## config.mk

```make
export PLATFORM = sky130hd
export DESIGN_NAME = hdmi_audio_feeder
export DESIGN_NICKNAME = d
export VERILOG_FILES = /design/src/rtl/hdmi_audio_pkg.sv /design/src/rtl/audio_sample_fifo.sv /design/src/rtl/hdmi_audio_feeder.sv
export SDC_FILE = /design/constraint.sdc
export NUM_CORES = 1
export LEC_CHECK = 0
export CAP_MARGIN = 20
export CORE_MARGIN = 2
export CORE_UTILIZATION = 64
export CTS_CLUSTER_DIAMETER = 150
export DETAILED_ROUTE_END_ITERATION = 12
export GPL_TIMING_DRIVEN = 0
export PLACE_DENSITY = 0.92
export SETUP_SLACK_MARGIN = 0.15
export SLEW_MARGIN = 0
export SYNTH_ARGS = -nofsm -noshare
export SYNTH_HDL_FRONTEND = slang
export SYNTH_HIERARCHICAL = 1
export SYNTH_SLANG_ARGS = --single-unit
```

## constraint.sdc

```tcl
create_clock -name clk_pixel -period 16.95 [get_ports clk_pixel]
set_clock_uncertainty 0.05 [all_clocks]
set_input_delay 3.39 -clock clk_pixel [delete_from_list [all_inputs] [get_ports clk_pixel]]
set_output_delay 3.39 -clock clk_pixel [all_outputs]
set_load 0.1 [all_outputs]
```

## src/rtl/hdmi_audio_pkg.sv

```systemverilog
// Shared types and constants for the HDMI audio feeder.
// The top rebuilds audio_pair_t at its own AUDIO_BIT_WIDTH; this copy is the default layout.
package hdmi_audio_pkg;

  localparam int unsigned NCO_W               = 32;
  localparam int unsigned AUDIO_BIT_WIDTH_DEF = 16;

  typedef struct packed {
    logic [AUDIO_BIT_WIDTH_DEF-1:0] r;
    logic [AUDIO_BIT_WIDTH_DEF-1:0] l;
  } audio_pair_t;

  typedef enum logic {
    FILLING = 1'b0,
    RUNNING = 1'b1
  } feeder_state_t;

  function automatic logic [NCO_W-1:0] nco_increment(input int unsigned audio_hz);
    return NCO_W'(2 * audio_hz);
  endfunction

endpackage

```

## src/rtl/audio_sample_fifo.sv

```systemverilog
// Single-clock FIFO with a registered occupancy count; the head entry is visible on o_rdata.
module audio_sample_fifo #(
  parameter int unsigned DATA_W = 32,
  parameter int unsigned DEPTH  = 8
) (
  input  logic                     clk,
  input  logic                     rst_n,
  input  logic                     i_push,
  input  logic                     i_pop,
  input  logic [DATA_W-1:0]        i_wdata,
  output logic [DATA_W-1:0]        o_rdata,
  output logic [$clog2(DEPTH):0]   o_level,
  output logic                     o_full,
  output logic                     o_empty
);

  localparam int unsigned AW = $clog2(DEPTH);
  localparam int unsigned LW = AW + 1;

  logic [DATA_W-1:0] r_mem [DEPTH];
  logic [AW:0]       r_wr_ptr;
  logic [AW:0]       r_rd_ptr;
  logic [LW-1:0]     r_level;
  logic              w_push;
  logic              w_pop;

  // Pointers carry a wrap bit so full and empty are distinguishable when the indices match.
  assign o_empty = (r_wr_ptr == r_rd_ptr);
  assign o_full  = (r_wr_ptr[AW] != r_rd_ptr[AW]) && (r_wr_ptr[AW-1:0] == r_rd_ptr[AW-1:0]);
  assign w_pop   = i_pop & ~o_empty;
  assign w_push  = i_push & (~o_full | w_pop);
  assign o_rdata = r_mem[r_rd_ptr[AW-1:0]];
  assign o_level = r_level;

  always_ff @(posedge clk) begin
    if (w_push) begin
      r_mem[r_wr_ptr[AW-1:0]] <= i_wdata;
    end
  end

  always_ff @(posedge clk or negedge rst_n) begin
    if (!rst_n) begin
      r_wr_ptr <= '0;
      r_rd_ptr <= '0;
      r_level  <= '0;
    end else begin
      if (w_push) begin
        r_wr_ptr <= r_wr_ptr + (AW+1)'(1);
      end
      if (w_pop) begin
        r_rd_ptr <= r_rd_ptr + (AW+1)'(1);
      end
      unique case ({w_push, w_pop})
        2'b10:   r_level <= r_level + LW'(1);
        2'b01:   r_level <= r_level - LW'(1);
        default: r_level <= r_level;
      endcase
    end
  end

endmodule

```

## src/rtl/hdmi_audio_feeder.sv

```systemverilog
// Buffers mixer samples, derives clk_audio from clk_pixel with an NCO and
// updates the output word only on clk_audio falling ticks.
module hdmi_audio_feeder
  import hdmi_audio_pkg::*;
#(
  parameter int unsigned AUDIO_BIT_WIDTH = 16,
  parameter int unsigned CLK_HZ          = 27_000_000,
  parameter int unsigned AUDIO_HZ        = 48000,
  parameter int unsigned FIFO_DEPTH      = 8
) (
  input  logic                              clk_pixel,
  input  logic                              reset_n,
  input  logic                              sample_valid,
  input  logic signed [AUDIO_BIT_WIDTH-1:0] sample_l,
  input  logic signed [AUDIO_BIT_WIDTH-1:0] sample_r,
  input  logic                              mute,
  input  logic                              status_clear,
  output logic                              clk_audio,
  output logic signed [AUDIO_BIT_WIDTH-1:0] audio_sample_word [1:0],
  output logic [$clog2(FIFO_DEPTH):0]       fifo_level,
  output logic                              overrun,
  output logic                              underrun
);

  localparam int unsigned  LVL_W   = $clog2(FIFO_DEPTH) + 1;
  localparam int unsigned  PAIR_W  = 2 * AUDIO_BIT_WIDTH;
  localparam logic [NCO_W-1:0] NCO_INC = nco_increment(AUDIO_HZ);
  localparam logic [NCO_W-1:0] NCO_MOD = NCO_W'(CLK_HZ);
  localparam logic [LVL_W-1:0] LVL_START = LVL_W'(FIFO_DEPTH / 2);

  typedef struct packed {
    logic [AUDIO_BIT_WIDTH-1:0] r;
    logic [AUDIO_BIT_WIDTH-1:0] l;
  } pair_t;

  feeder_state_t    r_state;
  feeder_state_t    w_state_next;
  logic [NCO_W-1:0] r_acc;
  logic [NCO_W-1:0] w_sum;
  logic             r_edge;
  logic             r_clk_audio;
  pair_t            r_word;
  pair_t            w_word_next;
  pair_t            w_in_pair;
  pair_t            w_head;
  logic [LVL_W-1:0] w_level;
  logic             w_full;
  logic             w_empty;
  logic             w_fall;
  logic             w_pop;
  logic             w_overflow;
  logic             w_underrun_set;
  logic             r_overrun;
  logic             r_underrun;

  assign w_in_pair = {sample_r, sample_l};

  audio_sample_fifo #(
    .DATA_W (PAIR_W),
    .DEPTH  (FIFO_DEPTH)
  ) u_fifo (
    .clk     (clk_pixel),
    .rst_n   (reset_n),
    .i_push  (sample_valid),
    .i_pop   (w_pop),
    .i_wdata (w_in_pair),
    .o_rdata (w_head),
    .o_level (w_level),
    .o_full  (w_full),
    .o_empty (w_empty)
  );

  // The accumulator stays below CLK_HZ, so the sum cannot wrap NCO_W bits.
  assign w_sum  = r_acc + NCO_INC;
  assign w_fall = r_edge & r_clk_audio;

  always_ff @(posedge clk_pixel or negedge reset_n) begin
    if (!reset_n) begin
      r_acc       <= '0;
      r_edge      <= 1'b0;
      r_clk_audio <= 1'b0;
    end else begin
      if (w_sum >= NCO_MOD) begin
        r_acc  <= w_sum - NCO_MOD;
        r_edge <= 1'b1;
      end else begin
        r_acc  <= w_sum;
        r_edge <= 1'b0;
      end
      r_clk_audio <= r_clk_audio ^ r_edge;
    end
  end

  always_comb begin
    w_state_next   = r_state;
    w_word_next    = r_word;
    w_pop          = 1'b0;
    w_underrun_set = 1'b0;
    if (w_fall) begin
      unique case (r_state)
        FILLING: begin
          if (mute) begin
            w_word_next = '0;
          end
          if (w_level >= LVL_START) begin
            w_state_next = RUNNING;
          end
        end
        RUNNING: begin
          if (w_empty) begin
            if (mute) begin
              w_word_next = '0;
            end
            w_underrun_set = 1'b1;
            w_state_next   = FILLING;
          end else begin
            w_pop       = 1'b1;
            w_word_next = mute ? '0 : w_head;
          end
        end
        default: w_state_next = FILLING;
      endcase
    end
  end

  // A pop in the same cycle frees a slot, so a push at full is only dropped without one.
  assign w_overflow = sample_valid & w_full & ~w_pop;

  always_ff @(posedge clk_pixel or negedge reset_n) begin
    if (!reset_n) begin
      r_state    <= FILLING;
      r_word     <= '0;
      r_overrun  <= 1'b0;
      r_underrun <= 1'b0;
    end else begin
      r_state <= w_state_next;
      r_word  <= w_word_next;
      if (w_overflow) begin
        r_overrun <= 1'b1;
      end else if (status_clear) begin
        r_overrun <= 1'b0;
      end
      if (w_underrun_set) begin
        r_underrun <= 1'b1;
      end else if (status_clear) begin
        r_underrun <= 1'b0;
      end
    end
  end

  assign clk_audio            = r_clk_audio;
  assign audio_sample_word[0] = r_word.l;
  assign audio_sample_word[1] = r_word.r;
  assign fifo_level           = w_level;
  assign overrun              = r_overrun;
  assign underrun             = r_underrun;

endmodule
```

==> metrics.txt <==
number of synthesized register bits 331; Final Setup Violations 0; Syn Area/Cell around 16 µm²; GPL Wtd Cong 0.856; Top FF cell, synth edfxtp_1; main combinational cell family by area after synthesis multiplexers; post-synthesis simple-gate area fraction 6.95%; CP required 17150 ps; status completed; Synth Area in XOR/XNOR 3.58%; Bufs on Longest Clock Path 3; number of global-route vias before repair between 9000 and 10000; Vias/cell 6.74; Post-Syn Nets 900; # fillers 1096; placed cell area 15500 µm²; relative slew slack 28.8%; Port Buffers 75; Synth area leaders edfxtp_1 (55%), dfrtp_1 (13%), mux4_2 (10%); cell taking the most area after synthesis edfxtp_1; Die ar. about 23000 µm²; post-CTS setup buffers 0; largest net degree at the start of global routing 63; # clock sinks 331; NumNets Final 1040; global route hottest layer met2; post_cts resized 0; RSZ-0062 raised after global routing no; Synth Warn # 6; Layout area overhead 19.2%; Core Rows 54; grt total ovfl 0; first-pass GRT wire length 55400 µm; most instantiated cells after synthesis edfxtp_1 (256), nand2_1 (93), dfrtp_1 (75); routed wire length 36200 µm; Final Hold Viols 0; synthesized instance count 853; WL per Instance 27.9 µm; Slew Viols, Final 0; Vias 8758; multiplexer share of the synthesized area 13.4%; Post-Synth Adder-Cell Area 0.945%; async set-or-reset flop fraction in the synthesized netlist around 23%; GR met1 Demand/Resource 41.7%; DRC viols 0; hold_buf cts 0; DP HPWL between 20000 and 25000 µm; Starting Density 64.7%; most frequent cell after synthesis edfxtp_1; Clock Latency Late Sink 540 ps; H-tree depth 2; CP endpoint kind register; DRT iter0 DRCs about 910; Netlist cell types 76; Mapped Area approximately 14000 µm²; Post-synth EDFFs ~260; met2 Use GR 54.0%; Yosys top cell area share 54.8%; TritonCTS Buffers 34; Final Cycle Share 37.5%; Reg clk slew, reported paths 60 ps; Critical Path AT 6560 ps; core area between 20000 and 25000 µm²; non-filler cells, final 1299; IO Pins 76; total global-route track usage 32.0%; Die W approximately 150 µm; footprint of the multi-input gates 4230 µm²; FF+latch area 9560 µm²; Crit Path Class input port to register; Fin Hold WS 421 ps; TritonCTS clock tree yes; Root Buffer clkbuf_16; met3 Usage GRT between 5 and 6%; actual slew at the worst max-slew pin 1060 ps; final total power ~2.2 mW; leakage 5.87 nW; Total Neg Setup Slack 0 ps; crit path launch type input port; PD cells 129 nW/µm²; ANT cells 0; initial antenna violation count 0; Post-DRT Antenna Nets 0; Max Fclk 0.157 GHz; Synth Area in Compound Gates between 4 and 5%; worst vdd ir roughly 0.12 mV; placed cell count 1237; CP Max Fanout 10; part of the Yosys area used for sequential elements between 60% and 70%; TritonRoute pass-1 iters 6; max-cap violations 0; design area 16700 µm²; Period minus WS final 6360 ps; DIE HEIGHT between 150 and 200 µm; ratio of cells with drive above 1 in the final layout 24.5%; worst hold-check path type register to register
[area by class of cell]
cell class,instances,area share [%]
sequential,331,57.2
multi-input combinational,462,25.3
timing repair buffer,104,6.33
clock buffer,38,5.35
tap,280,2.09
clock inverter,24,2.06
buffer,43,1.32
inverter,17,0.381
[critical path: stages]
cell and delay (ps):
clkdlybuf4s50_1 530, buf_2 250, buf_1 420, nand2_1 230, nor4b_2 860, buf_4 300, buf_4 180, buf_4 200
buf_4 180
[per-stage QoR]
step                util [%]  setup WS [ps]
finish                  77.1          10590
global placement        69.8           4980
floorplan                  -           8990
CTS                     77.1          10710
global route            77.1          10520
detailed placement      71.4          10270
[registers in the layout (all words and copies together), names as in the netlist]
register,count
u_fifo/o_level,4
audio_sample_word,32
clk_audio,1
u_fifo/r_mem,256
r_acc,26
overrun,1
underrun,1
r_state,1
r_edge,1
u_fifo/r_rd_ptr,4
u_fifo/r_wr_ptr,4
[cell usage in the layout, fill, tap and decap left out, types with 4 or more instances in the layout]
cell type / n
clkbuf_1: 19
buf_4: 17
clkinvlp_4: 4
buf_2: 15
and3_1: 7
buf_6: 14
xnor2_1: 28
mux2i_1: 4
nor2b_1: 6
nand4_1: 7
xor2_1: 17
buf_1: 4
clkbuf_16: 34
inv_1: 14
or3_1: 5
dfrtp_1: 75
o21a_1: 4
edfxtp_1: 256
o22ai_1: 5
mux2_2: 36
ha_1: 9
a21oi_1: 41
o21ai_0: 12
mux4_2: 64
bufinv_16: 7
nand2_1: 93
clkinv_2: 7
nand3_1: 16
nor3_1: 11
nor2_1: 26
clkdlybuf4s50_1: 74
[layer usage]
layer	share of wire (%)	vias to the layer above
li1	-	3573
met5	0	-
met3	8.5	139
met2	51	634
met4	4.8	0
met1	35	4412
[report_power, final]
group	switching [mW]	total (mW)	internal (mW)
sequential	0.0397	1.02	0.982
combinational	0.207	0.316	0.109
clock	0.334	0.829	0.495
total	0.580	2.17	1.59
[final timing paths]
kind / from / endpoint / slack, ps / depth (start not counted)
setup / recovery: sample_valid / u_fifo/r_mem[6][8] / 10590 / 9
hold / removal: r_edge / clk_audio / 420 / 1
setup reg to reg: u_fifo/r_rd_ptr[2] / u_fifo/r_mem[6][8] / 11430 / 14
hold reg to reg: r_edge / clk_audio / 420 / 1
max in group asynchronous: reset_n / r_acc[30] / 13540 / 2
min in group asynchronous: reset_n / audio_sample_word[7] / 2680 / 1
[cells by family (layout without fill, tap and decap cells)]
kind of cell               after synthesis  in the layout
muxes                                  104            104
xor gates and xnor gates                51             51
buffers and inverters                   60            226
and+or+nand+nor                        200            200
adders and majority gates               10             10
AOI/OAI and AO/OA                       97             97
DFF                                    331            331
No activity file was read; power rests on OpenSTA's default activity.
